`src/rtl/ctrl_pkg.sv`:
```
// ctrl_pkg: shared definitions for the control sequencer.
//   - state encoding (state_t); the low three bits double as the Step output
//   - opcode constants and the legal-opcode list
//   - IR field bit positions and the latched-field record
// The MUL/DIV opcodes only become legal when CTRL_MULDIV_EN is defined
// (see ctrl_decode).
package ctrl_pkg;

  // IDLE and FAULT both report Step=0; Fault distinguishes them.
  typedef enum logic [3:0] {
    ST_IDLE  = 4'd0,
    ST_T0    = 4'd1,
    ST_T1    = 4'd2,
    ST_T2    = 4'd3,
    ST_T3    = 4'd4,
    ST_T4    = 4'd5,
    ST_T5    = 4'd6,
    ST_T6    = 4'd7,
    ST_FAULT = 4'd8
  } state_t;

  localparam logic [4:0] OP_ADD  = 5'h03;
  localparam logic [4:0] OP_SUB  = 5'h04;
  localparam logic [4:0] OP_AND  = 5'h05;
  localparam logic [4:0] OP_OR   = 5'h06;
  localparam logic [4:0] OP_SHR  = 5'h07;
  localparam logic [4:0] OP_SHRA = 5'h08;
  localparam logic [4:0] OP_SHL  = 5'h09;
  localparam logic [4:0] OP_ROR  = 5'h0A;
  localparam logic [4:0] OP_ROL  = 5'h0B;
  localparam logic [4:0] OP_NEG  = 5'h0C;
  localparam logic [4:0] OP_NOT  = 5'h0D;
  localparam logic [4:0] OP_MUL  = 5'h0E;
  localparam logic [4:0] OP_DIV  = 5'h0F;

  localparam int unsigned OPC_MSB = 31;
  localparam int unsigned OPC_LSB = 27;
  localparam int unsigned RA_MSB  = 26;
  localparam int unsigned RA_LSB  = 23;
  localparam int unsigned RB_MSB  = 22;
  localparam int unsigned RB_LSB  = 19;
  localparam int unsigned RC_MSB  = 18;
  localparam int unsigned RC_LSB  = 15;

  typedef struct packed {
    logic [4:0] opcode;
    logic [3:0] ra;
    logic [3:0] rb;
    logic [3:0] rc;
  } fields_t;

  // Single-cycle ALU operations: always legal.
  function automatic logic op_is_alu(input logic [4:0] op);
    unique case (op)
      OP_ADD, OP_SUB, OP_AND, OP_OR, OP_SHR, OP_SHRA, OP_SHL,
      OP_ROR, OP_ROL, OP_NEG, OP_NOT: op_is_alu = 1'b1;
      default:                        op_is_alu = 1'b0;
    endcase
  endfunction

  // Two-result operations that need the LO/HI writeback pair.
  function automatic logic op_is_muldiv(input logic [4:0] op);
    op_is_muldiv = (op == OP_MUL) || (op == OP_DIV);
  endfunction

endpackage

```
`src/rtl/control_sequencer_if.sv`:
```
// control_sequencer_if: handshake inputs and datapath strobes of the
// control sequencer.
//   master: the sequencer (takes Run/IR/Mem_ready, drives everything else)
//   slave : the datapath / environment side
//   Run, IR, Mem_ready        : start request, instruction word, memory valid
//   PCout..HIin               : one-bit datapath strobes
//   Rout, Rin                 : one-hot register drive / load selects
//   AluOp                     : ALU operation code
//   Busy, Done, Fault, Step   : status, Step is the encoded current state
//   InstrCount                : completed-instruction counter
interface control_sequencer_if #(
  parameter int unsigned DATA_WIDTH = 32,
  parameter int unsigned NUM_REGS   = 16
);
  logic                  Run;
  logic [DATA_WIDTH-1:0] IR;
  logic                  Mem_ready;

  logic PCout, MARin, IncPC, Zin, ZLOout, ZHIout, PCin;
  logic Read, MDRin, MDRout, IRin, Yin, LOin, HIin;

  logic [NUM_REGS-1:0] Rout;
  logic [NUM_REGS-1:0] Rin;
  logic [4:0]          AluOp;

  logic        Busy;
  logic        Done;
  logic        Fault;
  logic [2:0]  Step;
  logic [15:0] InstrCount;

  modport master (
    input  Run, IR, Mem_ready,
    output PCout, MARin, IncPC, Zin, ZLOout, ZHIout, PCin,
           Read, MDRin, MDRout, IRin, Yin, LOin, HIin,
           Rout, Rin, AluOp, Busy, Done, Fault, Step, InstrCount
  );

  modport slave (
    output Run, IR, Mem_ready,
    input  PCout, MARin, IncPC, Zin, ZLOout, ZHIout, PCin,
           Read, MDRin, MDRout, IRin, Yin, LOin, HIin,
           Rout, Rin, AluOp, Busy, Done, Fault, Step, InstrCount
  );
endinterface

```
`src/rtl/ctrl_decode.sv`:
```
// ctrl_decode: IR field extraction and instruction legality check.
//   ir        : current instruction register contents
//   fields_q  : fields latched by the sequencer (checked for legality)
//   fields_ir : fields extracted from ir (for the sequencer to latch)
//   illegal   : latched opcode unknown, or a register index >= NUM_REGS
//   muldiv    : latched opcode takes the LO/HI two-step writeback
// Macro CTRL_MULDIV_EN: when defined, MUL/DIV are legal; otherwise they
// are reported illegal and muldiv is tied low.
module ctrl_decode
  import ctrl_pkg::*;
#(
  parameter int unsigned DATA_WIDTH = 32,
  parameter int unsigned NUM_REGS   = 16
) (
  input  logic [DATA_WIDTH-1:0] ir,
  input  fields_t               fields_q,
  output fields_t               fields_ir,
  output logic                  illegal,
  output logic                  muldiv
);

  // Only the field bits matter; fold the rest away.
  logic unused_ir_parity;
  assign unused_ir_parity = ^ir;

  always_comb begin
    fields_ir.opcode = ir[OPC_MSB:OPC_LSB];
    fields_ir.ra     = ir[RA_MSB:RA_LSB];
    fields_ir.rb     = ir[RB_MSB:RB_LSB];
    fields_ir.rc     = ir[RC_MSB:RC_LSB];
  end

  always_comb begin
`ifdef CTRL_MULDIV_EN
    muldiv = op_is_muldiv(fields_q.opcode);
`else
    muldiv = 1'b0;
`endif
    illegal = !(op_is_alu(fields_q.opcode) || muldiv)
           || (32'(fields_q.ra) >= NUM_REGS)
           || (32'(fields_q.rb) >= NUM_REGS)
           || (32'(fields_q.rc) >= NUM_REGS);
  end

endmodule

```
`src/rtl/control_sequencer.sv`:
```
// control_sequencer: multi-cycle instruction control unit.
//   Clock : sole clock, rising edge
//   Clear : asynchronous active-low reset
//   bus   : control_sequencer_if.master (Run/IR/Mem_ready in; strobes,
//           register selects, AluOp, status and InstrCount out)
// States IDLE, T0..T6, FAULT. T1 stalls on Mem_ready with a WAIT_MAX
// timeout; T3 faults on an illegal latched instruction. Strobes depend
// only on registered state, the stall counter and latched fields.
// Macro CTRL_MULDIV_EN enables the MUL/DIV T5(LO)/T6(HI) writeback.
module control_sequencer
  import ctrl_pkg::*;
#(
  parameter int unsigned DATA_WIDTH = 32,
  parameter int unsigned NUM_REGS   = 16,
  parameter int unsigned WAIT_MAX   = 15
) (
  input logic                 Clock,
  input logic                 Clear,
  control_sequencer_if.master bus
);

  localparam int unsigned CNT_W = $clog2(WAIT_MAX + 1);

  state_t           state_q, state_d;
  logic [CNT_W-1:0] stall_q, stall_d;
  logic [15:0]      icount_q;
  fields_t          fld_q, fld_ir;
  logic             illegal, muldiv;
  logic             last_step;

  ctrl_decode #(
    .DATA_WIDTH (DATA_WIDTH),
    .NUM_REGS   (NUM_REGS)
  ) u_decode (
    .ir        (bus.IR),
    .fields_q  (fld_q),
    .fields_ir (fld_ir),
    .illegal   (illegal),
    .muldiv    (muldiv)
  );

  function automatic logic [NUM_REGS-1:0] reg_sel(input logic [3:0] idx);
    reg_sel = '0;
    for (int unsigned i = 0; i < NUM_REGS; i++) begin
      if (idx == 4'(i)) reg_sel[i] = 1'b1;
    end
  endfunction

  always_ff @(posedge Clock or negedge Clear) begin
    if (!Clear) begin
      state_q  <= ST_IDLE;
      stall_q  <= '0;
      icount_q <= '0;
      fld_q    <= '0;
    end else begin
      state_q <= state_d;
      stall_q <= stall_d;
      if (last_step) icount_q <= icount_q + 16'd1;
      // T2 always lasts one cycle, so this is the edge leaving T2.
      if (state_q == ST_T2) fld_q <= fld_ir;
    end
  end

  always_comb begin
    state_d   = state_q;
    stall_d   = stall_q;
    last_step = 1'b0;
    unique case (state_q)
      ST_IDLE: if (bus.Run) state_d = ST_T0;
      ST_T0: begin
        state_d = ST_T1;
        stall_d = '0;
      end
      ST_T1: begin
        if (bus.Mem_ready) begin
          state_d = ST_T2;
          stall_d = '0;
        end else if (stall_q == CNT_W'(WAIT_MAX - 1)) begin
          // This would be the WAIT_MAX-th cycle without data.
          state_d = ST_FAULT;
          stall_d = '0;
        end else begin
          stall_d = stall_q + CNT_W'(1);
        end
      end
      ST_T2: state_d = ST_T3;
      ST_T3: state_d = illegal ? ST_FAULT : ST_T4;
      ST_T4: state_d = ST_T5;
      ST_T5: begin
        if (muldiv) begin
          state_d = ST_T6;
        end else begin
          last_step = 1'b1;
          state_d   = bus.Run ? ST_T0 : ST_IDLE;
        end
      end
      ST_T6: begin
        last_step = 1'b1;
        state_d   = bus.Run ? ST_T0 : ST_IDLE;
      end
      ST_FAULT: state_d = ST_FAULT;
      default:  state_d = ST_IDLE;
    endcase
  end

  always_comb begin
    bus.PCout  = 1'b0;
    bus.MARin  = 1'b0;
    bus.IncPC  = 1'b0;
    bus.Zin    = 1'b0;
    bus.ZLOout = 1'b0;
    bus.ZHIout = 1'b0;
    bus.PCin   = 1'b0;
    bus.Read   = 1'b0;
    bus.MDRin  = 1'b0;
    bus.MDRout = 1'b0;
    bus.IRin   = 1'b0;
    bus.Yin    = 1'b0;
    bus.LOin   = 1'b0;
    bus.HIin   = 1'b0;
    bus.Rout   = '0;
    bus.Rin    = '0;
    bus.AluOp  = '0;
    unique case (state_q)
      ST_T0: begin
        bus.PCout = 1'b1;
        bus.MARin = 1'b1;
        bus.IncPC = 1'b1;
        bus.Zin   = 1'b1;
      end
      ST_T1: begin
        bus.Read  = 1'b1;
        bus.MDRin = 1'b1;
        // Stall count is zero only in the first T1 cycle: PC written once.
        if (stall_q == '0) begin
          bus.ZLOout = 1'b1;
          bus.PCin   = 1'b1;
        end
      end
      ST_T2: begin
        bus.MDRout = 1'b1;
        bus.IRin   = 1'b1;
      end
      ST_T3: begin
        if (!illegal) begin
          bus.Rout = reg_sel(fld_q.rb);
          bus.Yin  = 1'b1;
        end
      end
      ST_T4: begin
        bus.Rout  = reg_sel(fld_q.rc);
        bus.Zin   = 1'b1;
        bus.AluOp = fld_q.opcode;
      end
      ST_T5: begin
        bus.ZLOout = 1'b1;
        if (muldiv) bus.LOin = 1'b1;
        else        bus.Rin  = reg_sel(fld_q.ra);
      end
      ST_T6: begin
        bus.ZHIout = 1'b1;
        bus.HIin   = 1'b1;
      end
      default: ;
    endcase
  end

  assign bus.Busy       = (state_q != ST_IDLE) && (state_q != ST_FAULT);
  assign bus.Fault      = (state_q == ST_FAULT);
  assign bus.Done       = last_step;
  assign bus.Step       = 3'(state_q);
  assign bus.InstrCount = icount_q;

endmodule

```
`src/flat_wrapper.sv`:
```
// flat-port wrapper written by rule: the top's interface ports become plain ports
module control_sequencer_flat import ctrl_pkg::*;
#(
  parameter int unsigned DATA_WIDTH = 32,
  parameter int unsigned NUM_REGS   = 16,
  parameter int unsigned WAIT_MAX   = 15
)
  (Clock, Clear, bus_Run, bus_IR, bus_Mem_ready, bus_PCout, bus_MARin, bus_IncPC, bus_Zin, bus_ZLOout, bus_ZHIout, bus_PCin, bus_Read, bus_MDRin, bus_MDRout, bus_IRin, bus_Yin, bus_LOin, bus_HIin, bus_Rout, bus_Rin, bus_AluOp, bus_Busy, bus_Done, bus_Fault, bus_Step, bus_InstrCount);
  control_sequencer_if #(.DATA_WIDTH(DATA_WIDTH), .NUM_REGS(NUM_REGS)) bus_i ();
  input logic Clock;
  input logic Clear;
  input wire logic [$bits(bus_i.Run)-1:0] bus_Run;
  input wire logic [$bits(bus_i.IR)-1:0] bus_IR;
  input wire logic [$bits(bus_i.Mem_ready)-1:0] bus_Mem_ready;
  output wire logic [$bits(bus_i.PCout)-1:0] bus_PCout;
  output wire logic [$bits(bus_i.MARin)-1:0] bus_MARin;
  output wire logic [$bits(bus_i.IncPC)-1:0] bus_IncPC;
  output wire logic [$bits(bus_i.Zin)-1:0] bus_Zin;
  output wire logic [$bits(bus_i.ZLOout)-1:0] bus_ZLOout;
  output wire logic [$bits(bus_i.ZHIout)-1:0] bus_ZHIout;
  output wire logic [$bits(bus_i.PCin)-1:0] bus_PCin;
  output wire logic [$bits(bus_i.Read)-1:0] bus_Read;
  output wire logic [$bits(bus_i.MDRin)-1:0] bus_MDRin;
  output wire logic [$bits(bus_i.MDRout)-1:0] bus_MDRout;
  output wire logic [$bits(bus_i.IRin)-1:0] bus_IRin;
  output wire logic [$bits(bus_i.Yin)-1:0] bus_Yin;
  output wire logic [$bits(bus_i.LOin)-1:0] bus_LOin;
  output wire logic [$bits(bus_i.HIin)-1:0] bus_HIin;
  output wire logic [$bits(bus_i.Rout)-1:0] bus_Rout;
  output wire logic [$bits(bus_i.Rin)-1:0] bus_Rin;
  output wire logic [$bits(bus_i.AluOp)-1:0] bus_AluOp;
  output wire logic [$bits(bus_i.Busy)-1:0] bus_Busy;
  output wire logic [$bits(bus_i.Done)-1:0] bus_Done;
  output wire logic [$bits(bus_i.Fault)-1:0] bus_Fault;
  output wire logic [$bits(bus_i.Step)-1:0] bus_Step;
  output wire logic [$bits(bus_i.InstrCount)-1:0] bus_InstrCount;
  assign bus_i.Run = bus_Run;
  assign bus_i.IR = bus_IR;
  assign bus_i.Mem_ready = bus_Mem_ready;
  assign bus_PCout = bus_i.PCout;
  assign bus_MARin = bus_i.MARin;
  assign bus_IncPC = bus_i.IncPC;
  assign bus_Zin = bus_i.Zin;
  assign bus_ZLOout = bus_i.ZLOout;
  assign bus_ZHIout = bus_i.ZHIout;
  assign bus_PCin = bus_i.PCin;
  assign bus_Read = bus_i.Read;
  assign bus_MDRin = bus_i.MDRin;
  assign bus_MDRout = bus_i.MDRout;
  assign bus_IRin = bus_i.IRin;
  assign bus_Yin = bus_i.Yin;
  assign bus_LOin = bus_i.LOin;
  assign bus_HIin = bus_i.HIin;
  assign bus_Rout = bus_i.Rout;
  assign bus_Rin = bus_i.Rin;
  assign bus_AluOp = bus_i.AluOp;
  assign bus_Busy = bus_i.Busy;
  assign bus_Done = bus_i.Done;
  assign bus_Fault = bus_i.Fault;
  assign bus_Step = bus_i.Step;
  assign bus_InstrCount = bus_i.InstrCount;
  control_sequencer #(.DATA_WIDTH(DATA_WIDTH), .NUM_REGS(NUM_REGS), .WAIT_MAX(WAIT_MAX)) u_core (.Clock(Clock), .Clear(Clear), .bus(bus_i));
endmodule
```
`config.mk`:
```
export PLATFORM = sky130hd
export DESIGN_NAME = control_sequencer_flat
export DESIGN_NICKNAME = d
export VERILOG_FILES = /design/src/rtl/ctrl_pkg.sv /design/src/rtl/control_sequencer_if.sv /design/src/rtl/ctrl_decode.sv /design/src/rtl/control_sequencer.sv /design/src/flat_wrapper.sv
export SDC_FILE = /design/constraint.sdc
export NUM_CORES = 1
export LEC_CHECK = 0
export CORE_UTILIZATION = 65
export CTS_BUF_LIST = sky130_fd_sc_hd__clkbuf_8
export DETAILED_ROUTE_END_ITERATION = 8
export DONT_BUFFER_PORTS = 1
export PLACE_DENSITY_LB_ADDON = 0.25
export SETUP_SLACK_MARGIN = 0.5
export SLEW_MARGIN = 20
export SYNTH_ARGS = -nofsm -noshare
export SYNTH_HDL_FRONTEND = slang
export SYNTH_SLANG_ARGS = --single-unit
```
`constraint.sdc`:
```
create_clock -name Clock -period 2.54 [get_ports Clock]
set_clock_uncertainty 0.2 [all_clocks]
set_input_delay 0.508 -clock Clock [delete_from_list [all_inputs] [get_ports Clock]]
set_output_delay 0.508 -clock Clock [all_outputs]
set_load 0.02 [all_outputs]
```
==> impl_metrics.tcl, run 1 <==
set metrics [dict create \
    outcome "stopped before the end" \
    lastStage "clock tree synthesis (4_1_cts)" \
    error "[ERROR DPL-0038] Utilization greater than 100%, impossible to legalize" \
    ys.flop_type "dfrtp_1" \
    place.gp.congestion 0.807 \
    cts_buffers 5 \
    portBuffers 0 \
    cts_max_level 2 \
    syn_area_per_cell_um2 9.52 \
    synth_edf_count 0 \
    syn_area_mm2 0.00239 \
    ys_types 42 \
    postCtsSetupBuffers 31 \
    synth_cells 251 \
    dp_hpwl_mm 4.24 \
    synthArstFlopShare_pct 100 \
    synth-seq-area-share_pct 43.0 \
    placementRows 21 \
    placed_cell_area_mm2 0.00280 \
    cts-root-buf "clkbuf_8" \
    clock_path_buffers 2 \
    synth-seq-cells 41 \
    start_util_pct 69.9 \
    hold_buffers 2 \
    io_pins 109 \
    syn_nets 291 \
    die_h_um 62.6 \
    cts_sinks 41 \
    die_x_um 62.6 \
    synth_warnings 0 \
    cts-resized-gates 103 \
]
[synth_stat cells (3+ instances only)]
cell / number / area, um^2
or4_1: 3 / 22.5
nor2_1: 25 / 93.8
and2_1: 6 / 37.5
and3_1: 4 / 25.0
or3_1: 8 / 50.1
nor4_1: 3 / 18.8
inv_1: 8 / 30.0
xor2_1: 6 / 52.6
nand2_1: 18 / 67.6
nand2b_1: 12 / 75.1
nand3b_1: 5 / 37.5
o22ai_1: 15 / 93.8
clkbuf_1: 4 / 15.0
xnor2_1: 9 / 78.8
or2_2: 4 / 25.0
nand3_1: 9 / 45.0
buf_4: 9 / 67.6
o21ai_0: 3 / 15.0
nor3_1: 11 / 55.1
mux2_2: 18 / 203
dfrtp_1: 41 / 1030
ha_1: 4 / 50.1
nand4_1: 5 / 31.3
[stage by stage]
stage | worst slack, ns | instances | hold slack, ns
3_5_place_dp | 0.144 | 308 | 0.0132
3_3_place_gp | 0.180 | 308 | 0.0132
2_1_floorplan | 0.294 | 251 | 0.0124
[cell families after synthesis]
kind of cell,synth area share [%]
fa+ha+maj,2.10
mux,8.91
buf+inv,5.39
flops,43.0
simple gates,26.6
compound gates,8.38
xor+xnor,5.50
other cells,0.157
==> run 2: changes to the inputs <==
- CORE_UTILIZATION: 65 -> 40
- CTS_BUF_LIST: sky130_fd_sc_hd__clkbuf_8 -> default
- PLACE_DENSITY_LB_ADDON: 0.25 -> 0.15
- SETUP_SLACK_MARGIN: 0.5 -> default
==> impl_metrics.tcl, run 2 <==
set metrics [dict create \
    critPathLaunchType "flop" \
    cts_max_level 2 \
    clk_pin_slew_ns 0.08 \
    ys.flop_type "dfrtp_1" \
    power.switching_mw 1.28 \
    violations "setup timing" \
    clock_path_buffers 2 \
    antenna_found_initial 0 \
    synth_area_leader_cell "dfrtp_1" \
    cp.arrival_ns 1.86 \
    final_util_pct 53.2 \
    ir_worst_vdd_v 0.000551 \
    period_minus_slack_ns 2.57 \
    rsz0062_at_grt "true" \
    cellLeakagePower_nw 1.33 \
    yosysMostFrequentCell "dfrtp_1" \
    cts_sinks 41 \
    synth-seq-cells 41 \
    finalNetCount 340 \
    syn_area_mm2 0.00239 \
    cellPowerDensity_mw_per_mm2 1000 \
    vias 2028 \
    start_util_pct 42.3 \
    p_sw_share_pct 42.7 \
    placementRows 27 \
    crit_start "u_core.fld_q[13]" \
    place.gp.congestion 0.791 \
    cts_tree "done" \
    layout.cells.most_common "buf_4" \
    worst_pin_slew_ns 0.499 \
    syn2layout_area_growth_pct 25.6 \
    die_h_um 79.3 \
    antenna_cells 0 \
    timing.rr.start "u_core.state_q[0]" \
    die_x_um 79.3 \
    synth_cells 251 \
    syn_nets 291 \
    grt_pass1_wl_mm 9.04 \
    vias_per_cell 5.44 \
    fmax_mhz 389 \
    setup_viol 1 \
    wirelength_mm 5.64 \
    route.antenna.remaining_nets 0 \
    end_kind "output port" \
    hold_class "in2reg" \
    die_area_mm2 0.00628 \
    finalCritPeriodShare_pct 101 \
    finalMaxSlewViolations 0 \
    ys_types 42 \
    syn_area_per_cell_um2 9.52 \
    min_from "bus_IR[17]" \
    cts-root-buf "clkbuf_8" \
    pwr-share-seq_pct 39.3 \
    p_int_mw 1.72 \
    dr.pass1.iters 4 \
    wire_per_inst_um 15.1 \
    track_usage_pct 18.3 \
    clock_latency_ns 0.29 \
    synth_warnings 0 \
    crit_required_ns 1.83 \
    largest_reg_flops 17 \
    maxCapViolations 0 \
    io_pins 109 \
    hold_viol_final 0 \
    clockPowerShare_pct 13.9 \
    synth_edf_count 0 \
    worstPathMaxFanout 4 \
    synth-seq-area-share_pct 43.0 \
    p_comb_share_pct 46.8 \
    initialDrtViolationCount 71 \
    dp_hpwl_mm 4.08 \
    cts_buffers 5 \
    grt_pass1_vias 1921 \
    core_area_mm2 0.00564 \
    drive_above_1_share_pct 35.2 \
    drcViolationCount 0 \
    portBuffers 0 \
    synthTopCellsByArea "dfrtp_1 43%, mux2_2 8.5%, nor2_1 3.9%" \
    grt_max_degree 42 \
    finalWorstSetupSlack_ns -0.0313 \
    outcome "complete, but fails checks" \
    synthArstFlopShare_pct 100 \
    relSlewSlack_pct 66.5 \
    synth_top_area_share_pct 43.0 \
    path_class "reg2out" \
    layout_common_cells "53 x buf_4, 39 x dfrtp_1, 22 x nor2_1" \
    gr-total-overflow 0 \
    largest-register "u_core.fld_q" \
    total_power_mw 3.01 \
    synthTopCellsByCount "41 x dfrtp_1, 25 x nor2_1, 18 x mux2_2, 18 x nand2_1, 15 x o22ai_1" \
]
run 2: cell counts after synthesis:
Identical to the previous run, type by type.
run 2: final cells by class:
cell class | count | area [um^2]
fill | 531 | 2640
multi-input combinational | 187 | 1310
sequential | 41 | 1030
timing repair buffer | 57 | 459
tap | 72 | 90.1
clock buffer | 5 | 68.8
inverter | 8 | 30.0
clock inverter | 3 | 17.5
run 2: worst paths after layout:
check / cells after the start / to / slack (ns)
hold reg to reg: 2 / u_core.stall_q[3] / 0.35
setup reg to reg: 5 / u_core.stall_q[3] / 0.27
hold / removal: 1 / u_core.fld_q[2] / 0.16
setup / recovery: 6 / bus_Rout[12] / -0.03
max in group asynchronous: 2 / u_core.state_q[0] / 1.44
min in group asynchronous: 2 / u_core.stall_q[1] / 0.49
run 2: per-layer routing:
metal / routed length, um / up-vias / track usage [%]
li1: - / 974 / -
met1: 2510 / 961 / 24.1
met2: 2710 / 87 / 29.8
met3: 372 / 6 / 3.79
met4: 44 / 0 / 6.18
met5: 0 / - / 0
run 2: stage by stage:
stage / cells / area (um^2) / TNS [ns] / hold WS (ns) / setup WS, ns
global placement: 358 / 2790 / 0 / 0.0137 / 0.244
global route: 373 / 3000 / -0.532 / 0.149 / -0.0822
CTS: 371 / 2940 / -0.102 / 0.150 / -0.0771
floorplan: 251 / 2400 / 0 / 0.0124 / 0.0914
finish: 373 / 3000 / -0.0313 / 0.160 / -0.0313
detailed placement: 358 / 2790 / 0 / 0.0138 / 0.248
run 2: what timing repair did:
item / 4_1_cts / 5_1_grt
gates resized for setup: 6 / 12
pin swaps: 5 / 4
hold buffers: 2 / 0
setup buffers: 3 / 2
endpoints found under the hold margin: 41 / 0
endpoints found under the setup margin: 8 / 20
run 2: cells by family (layout without fill, tap and decap cells):
logic type                 count (synthesis)  count (layout)  share of synthesized area, %
AOI/OAI and AO/OA                         30              30                          8.38
xor gates and xnor gates                  15              15                          5.50
buffers and inverters                     23              73                          5.39
muxes                                     19              19                          8.91
other                                      1               1                         0.157
and+or+nand+nor                          118             118                          26.6
adders and majority gates                  4               4                          2.10
DFF                                       41              41                          43.0
run 2: critical path, cell delays in order, from the launching register on:
cell     delay [ns]
dfrtp_1        0.41
and3_4         0.19
nor4_2         0.13
buf_4          0.16
nand4_1        0.21
o32ai_2        0.28
buf_4          0.19
run 2: power groups by stage:
stage          clock [mW]  combinational [mW]  sequential (mW)
2_1_floorplan           0                1.03             1.10
3_3_place_gp            0                1.25             1.17
3_5_place_dp            0                1.27             1.17
4_1_cts             0.436                1.35             1.17
5_1_grt             0.456                1.54             1.23
6_report            0.418                1.41             1.18
No activity file was read; power rests on OpenSTA's default activity.
==> run 3: changes to the inputs <==
- SLEW_MARGIN: 20 -> default
- SYNTH_HIERARCHICAL: default -> 1
==> impl_metrics.tcl, run 3 <==
set metrics [dict create \
    core_area_mm2 0.00610 \
    cellPowerDensity_mw_per_mm2 1000 \
    die_h_um 82.6 \
    placementRows 28 \
    clk_pin_slew_ns 0.08 \
    start_util_pct 42.6 \
    maxCapViolations 0 \
    die_area_mm2 0.00682 \
    finalNetCount 324 \
    synthTopCellsByArea "dfrtp_1 39%, buf_4 8.1%, mux2_2 4.3%" \
    cts_max_level 2 \
    crit_slowest_cell "dfrtp_1" \
    period_minus_slack_ns 2.71 \
    outcome "complete, but fails checks" \
    cp.arrival_ns 2.00 \
    synth_area_leader_cell "dfrtp_1" \
    critical_path.max_stage_delay_ns 0.41 \
    syn2layout_area_growth_pct 23.7 \
    dp_slack_ns 0.0969 \
    place.gp.congestion 0.727 \
    syn_nets 296 \
    synth_top_area_share_pct 39.5 \
    synthArstFlopShare_pct 100 \
    finalWorstSetupSlack_ns -0.169 \
    whs_path_depth 1 \
    syn_area_mm2 0.00260 \
    synth-seq-area-share_pct 39.5 \
    cts_buffers 5 \
    worstPathMaxFanout 4 \
    wire_per_inst_um 16.5 \
    ir_worst_vdd_v 0.000618 \
    rsz0062_at_grt "true" \
    syn_area_per_cell_um2 10.1 \
    fin_hold_ws_ns 0.149 \
    finalMaxSlewViolations 0 \
    io_pins 109 \
    reg2reg_depth 6 \
    portBuffers 0 \
    hold_viol_final 0 \
    clock_path_buffers 2 \
    dp_hpwl_mm 4.24 \
    p_int_mw 1.81 \
    gr-total-overflow 0 \
    layout_common_cells "39 x dfrtp_1, 37 x buf_4, 21 x nor2_1" \
    largest_reg_flops 17 \
    p_comb_share_pct 47.3 \
    largest-register "u_core/fld_q" \
    cellLeakagePower_nw 1.37 \
    grt_pass1_vias 1798 \
    drive_above_1_share_pct 40.7 \
    violations "setup timing" \
    cts-root-buf "clkbuf_8" \
    clock_latency_ns 0.29 \
    fmax_mhz 369 \
    initialDrtViolationCount 47 \
    critPathLaunchType "flop" \
    dr.pass1.iters 4 \
    synthTopCellsByCount "41 x dfrtp_1, 28 x buf_4, 25 x nor2_1" \
    die_x_um 82.6 \
    cts_sinks 41 \
    synth_warnings 6 \
    hold_class "in2reg" \
    cts_tree "done" \
    cp_cell_sequence "a311o_1 -> nor4_4 -> nand3b_1 -> o22ai_1 -> buf_4" \
    antenna_cells 0 \
    grt_pass1_wl_mm 8.80 \
    synth_cells 256 \
    end_kind "output port" \
    p_sw_share_pct 43.7 \
    crit_required_ns 1.83 \
    track_usage_pct 17.1 \
    antenna_found_initial 0 \
    ys.flop_type "dfrtp_1" \
    wirelength_mm 5.95 \
    vias_per_cell 5.42 \
    layout.cells.most_common "dfrtp_1" \
    setup_viol 16 \
    power.switching_mw 1.41 \
    yosysMostFrequentCell "dfrtp_1" \
    drcViolationCount 0 \
    path_class "reg2out" \
    ys_types 51 \
    grt_max_degree 42 \
    clockPowerShare_pct 16.4 \
    synth-seq-cells 41 \
    pwr-share-seq_pct 36.3 \
    finalCritPeriodShare_pct 107 \
    vias 1950 \
    synth_edf_count 0 \
    route.antenna.remaining_nets 0 \
]
## run 3: cell type report
type | count | area, um^2
fill | 573 | 2880
inverter | 6 | 22.5
sequential | 41 | 1030
multi-input combinational | 176 | 1470
clock inverter | 3 | 46.3
tap | 75 | 93.8
clock buffer | 5 | 68.8
timing repair buffer | 54 | 485
## run 3: repair_timing
item | CTS | global route
setup endpoints to repair | 22 | 28
hold buffers | 2 | 0
buffers inserted | 5 | 1
pin swaps | 16 | 5
endpoints found under the hold margin | 41 | 0
gates resized for setup | 19 | 28
## run 3: stage by stage
step                power, mW  TNS (ns)  cell area [um^2]  util (%)  cells
global route             3.45     -3.73              3210      52.7    360
global placement         2.46         0              2810      46.1    345
CTS                      3.17     -1.59              3090      50.7    360
finish                   3.22     -1.81              3210      52.7    360
floorplan                2.25   -0.0343              2610         -    256
detailed placement       2.49         0              2810      46.1    345
## run 3: worst max-delay path, delay by kind of cell (launching register included)
family,cells,cell delay [ns]
DFF,1,0.41
and+or+nand+nor,2,0.49
buffers and inverters,1,0.18
AOI/OAI and AO/OA,2,0.63
## run 3: worst paths after layout
| kind | startpoint | end | slack, ns |
|---|---|---|---|
| min | bus_IR[29] | u_core/fld_q[14] | 0.15 |
| max | u_core/fld_q[13] | bus_Rout[11] | -0.17 |
| max reg2reg | u_core/state_q[0] | u_core/state_q[0] | 0.47 |
| max in group asynchronous | Clear | u_core/state_q[0] | 1.43 |
| min in group asynchronous | Clear | u_core/state_q[3] | 0.50 |
| min reg2reg | u_core/stall_q[2] | u_core/stall_q[2] | 0.35 |
## run 3: cell families after synthesis
group                      after synthesis  synth area share, %
adders and majority gates                4                 1.93
AOI/OAI and AO/OA                       33                 9.01
muxes                                   19                 8.24
and+or+nand+nor                        104                 25.5
buffers and inverters                   39                 10.6
xor gates and xnor gates                15                 5.06
DFF                                     41                 39.5
other                                    1                0.144
## run 3: metal layers
| layer | routed length, um | up-vias | GRT usage (%) |
|---|---|---|---|
| li1 | - | 942 | - |
| met1 | 2540 | 931 | 21.7 |
| met2 | 2820 | 75 | 27.9 |
| met3 | 565 | 2 | 6.04 |
| met4 | 25 | 0 | 4.31 |
| met5 | 0 | - | 0 |
## run 3: power groups by stage
stage                     registers, mW  clock network [mW]  logic (mW)
after floorplan                    1.09                   0        1.16
after global placement             1.15                   0        1.31
after detailed placement           1.17                   0        1.32
after CTS                          1.16               0.554        1.45
after global routing               1.22               0.576        1.65
final                              1.17               0.528        1.52
==> run 4: changes to the inputs <==
- ABC_CLOCK_PERIOD_IN_PS: default -> 2540
- SKIP_CTS_REPAIR_TIMING: default -> 1
==> impl_metrics.tcl, run 4 (synthesis gave the netlist of run 3 again) <==
set metrics [dict create \
    cts_sinks 41 \
    end_kind "output port" \
    placementRows 28 \
    layout_common_cells "43 x buf_4, 39 x dfrtp_1, 21 x nor2_1" \
    cp_cell_sequence "a311o_1 -> nor4_4 -> nand3b_1 -> o22ai_1 -> buf_4" \
    grt_pass1_vias 1758 \
    rsz0062_at_grt "true" \
    largest-register "u_core/fld_q" \
    die_x_um 82.6 \
    initialDrtViolationCount 57 \
    path_class "reg2out" \
    cts-root-buf "clkbuf_8" \
    die_area_mm2 0.00682 \
    cts_max_level 2 \
    dr.pass1.iters 4 \
    ir_worst_vdd_v 0.000596 \
    cts_tree "done" \
    wirelength_mm 6.12 \
    place.gp.congestion 0.727 \
    finalWorstSetupSlack_ns -0.198 \
    die_h_um 82.6 \
    crit_required_ns 1.83 \
    clk_pin_slew_ns 0.08 \
    syn2layout_area_growth_pct 23.5 \
    finalCritPeriodShare_pct 108 \
    start_util_pct 42.6 \
    route.antenna.remaining_nets 0 \
    clock_path_buffers 2 \
    hold_viol_final 0 \
    largest_reg_flops 17 \
    track_usage_pct 16.8 \
    drcViolationCount 0 \
    period_minus_slack_ns 2.74 \
    finalMaxSlewViolations 0 \
    total_power_mw 3.22 \
    finalNetCount 327 \
    violations "setup timing" \
    layout.cells.most_common "buf_4" \
    wire_per_inst_um 16.8 \
    antenna_found_initial 0 \
    antenna_cells 0 \
    cellPowerDensity_mw_per_mm2 1010 \
    critPathLaunchType "flop" \
    core_area_mm2 0.00610 \
    hold_class "in2reg" \
    vias 1979 \
    cellLeakagePower_nw 1.38 \
    setup_viol 17 \
    cts_buffers 5 \
    fmax_mhz 365 \
    dp_hpwl_mm 4.24 \
    clock_latency_ns 0.29 \
    grt_max_degree 42 \
    cp.arrival_ns 2.03 \
    worstPathMaxFanout 4 \
    drive_above_1_share_pct 41.3 \
    portBuffers 0 \
    crit_slowest_cell "dfrtp_1" \
    maxCapViolations 0 \
    grt_pass1_wl_mm 8.58 \
    regToRegSetupSlack_ns 0.51 \
    final_util_pct 52.6 \
    gr-total-overflow 0 \
    vias_per_cell 5.45 \
    outcome "complete, but fails checks" \
    critical_path.max_stage_delay_ns 0.42 \
    io_pins 109 \
]
## run 4: stage by stage
stage | setup slack (ns) | instances | cell area [um^2] | setup TNS (ns) | hold WS [ns]
2_1_floorplan | -0.0153 | 256 | 2610 | -0.0343 | 0.0124
3_3_place_gp | 0.113 | 345 | 2810 | 0 | 0.0134
3_5_place_dp | 0.0969 | 345 | 2810 | 0 | 0.0132
4_1_cts | -0.231 | 353 | 2920 | -3.91 | -0.319
5_1_grt | -0.276 | 363 | 3210 | -3.90 | 0.138
6_report | -0.198 | 363 | 3210 | -2.05 | 0.149
## run 4: worst paths after layout
kind / end / start / cells past startpoint
max: bus_Rout[11] / u_core/fld_q[13] / 5
min: u_core/fld_q[14] / bus_IR[29] / 1
max reg2reg: u_core/state_q[0] / u_core/state_q[0] / 6
min reg2reg: u_core/stall_q[2] / u_core/stall_q[2] / 1
max in group asynchronous: u_core/state_q[0] / Clear / 2
min in group asynchronous: u_core/state_q[3] / Clear / 2
## run 4: layout make-up
| type | instances | area, um^2 |
|---|---|---|
| timing repair buffer | 57 | 495 |
| clock buffer | 5 | 68.8 |
| clock inverter | 3 | 46.3 |
| sequential | 41 | 1030 |
| tap | 75 | 93.8 |
| inverter | 6 | 22.5 |
| multi-input combinational | 176 | 1450 |
| fill | 580 | 2890 |
## run 4: layer usage
| metal | global-route usage, % | vias to the layer above | part of all wire [%] |
|---|---|---|---|
| li1 | - | 946 | - |
| met4 | 4.31 | 0 | 0.56 |
| met3 | 5.60 | 4 | 9.0 |
| met2 | 26.9 | 74 | 48 |
| met1 | 21.6 | 955 | 43 |
| met5 | 0 | - | 0 |
## run 4: worst max-delay path: cells and delay by family (launching register included)
family	cells	cell delay (ns)
compound gates	2	0.63
buf+inv	1	0.17
flops	1	0.42
simple gates	2	0.52
## run 4: report_power, final
group	total [mW]	internal, mW	switching (mW)
Combinational	1.52	0.661	0.858
Clock	0.531	0.294	0.237
Sequential	1.17	0.861	0.313
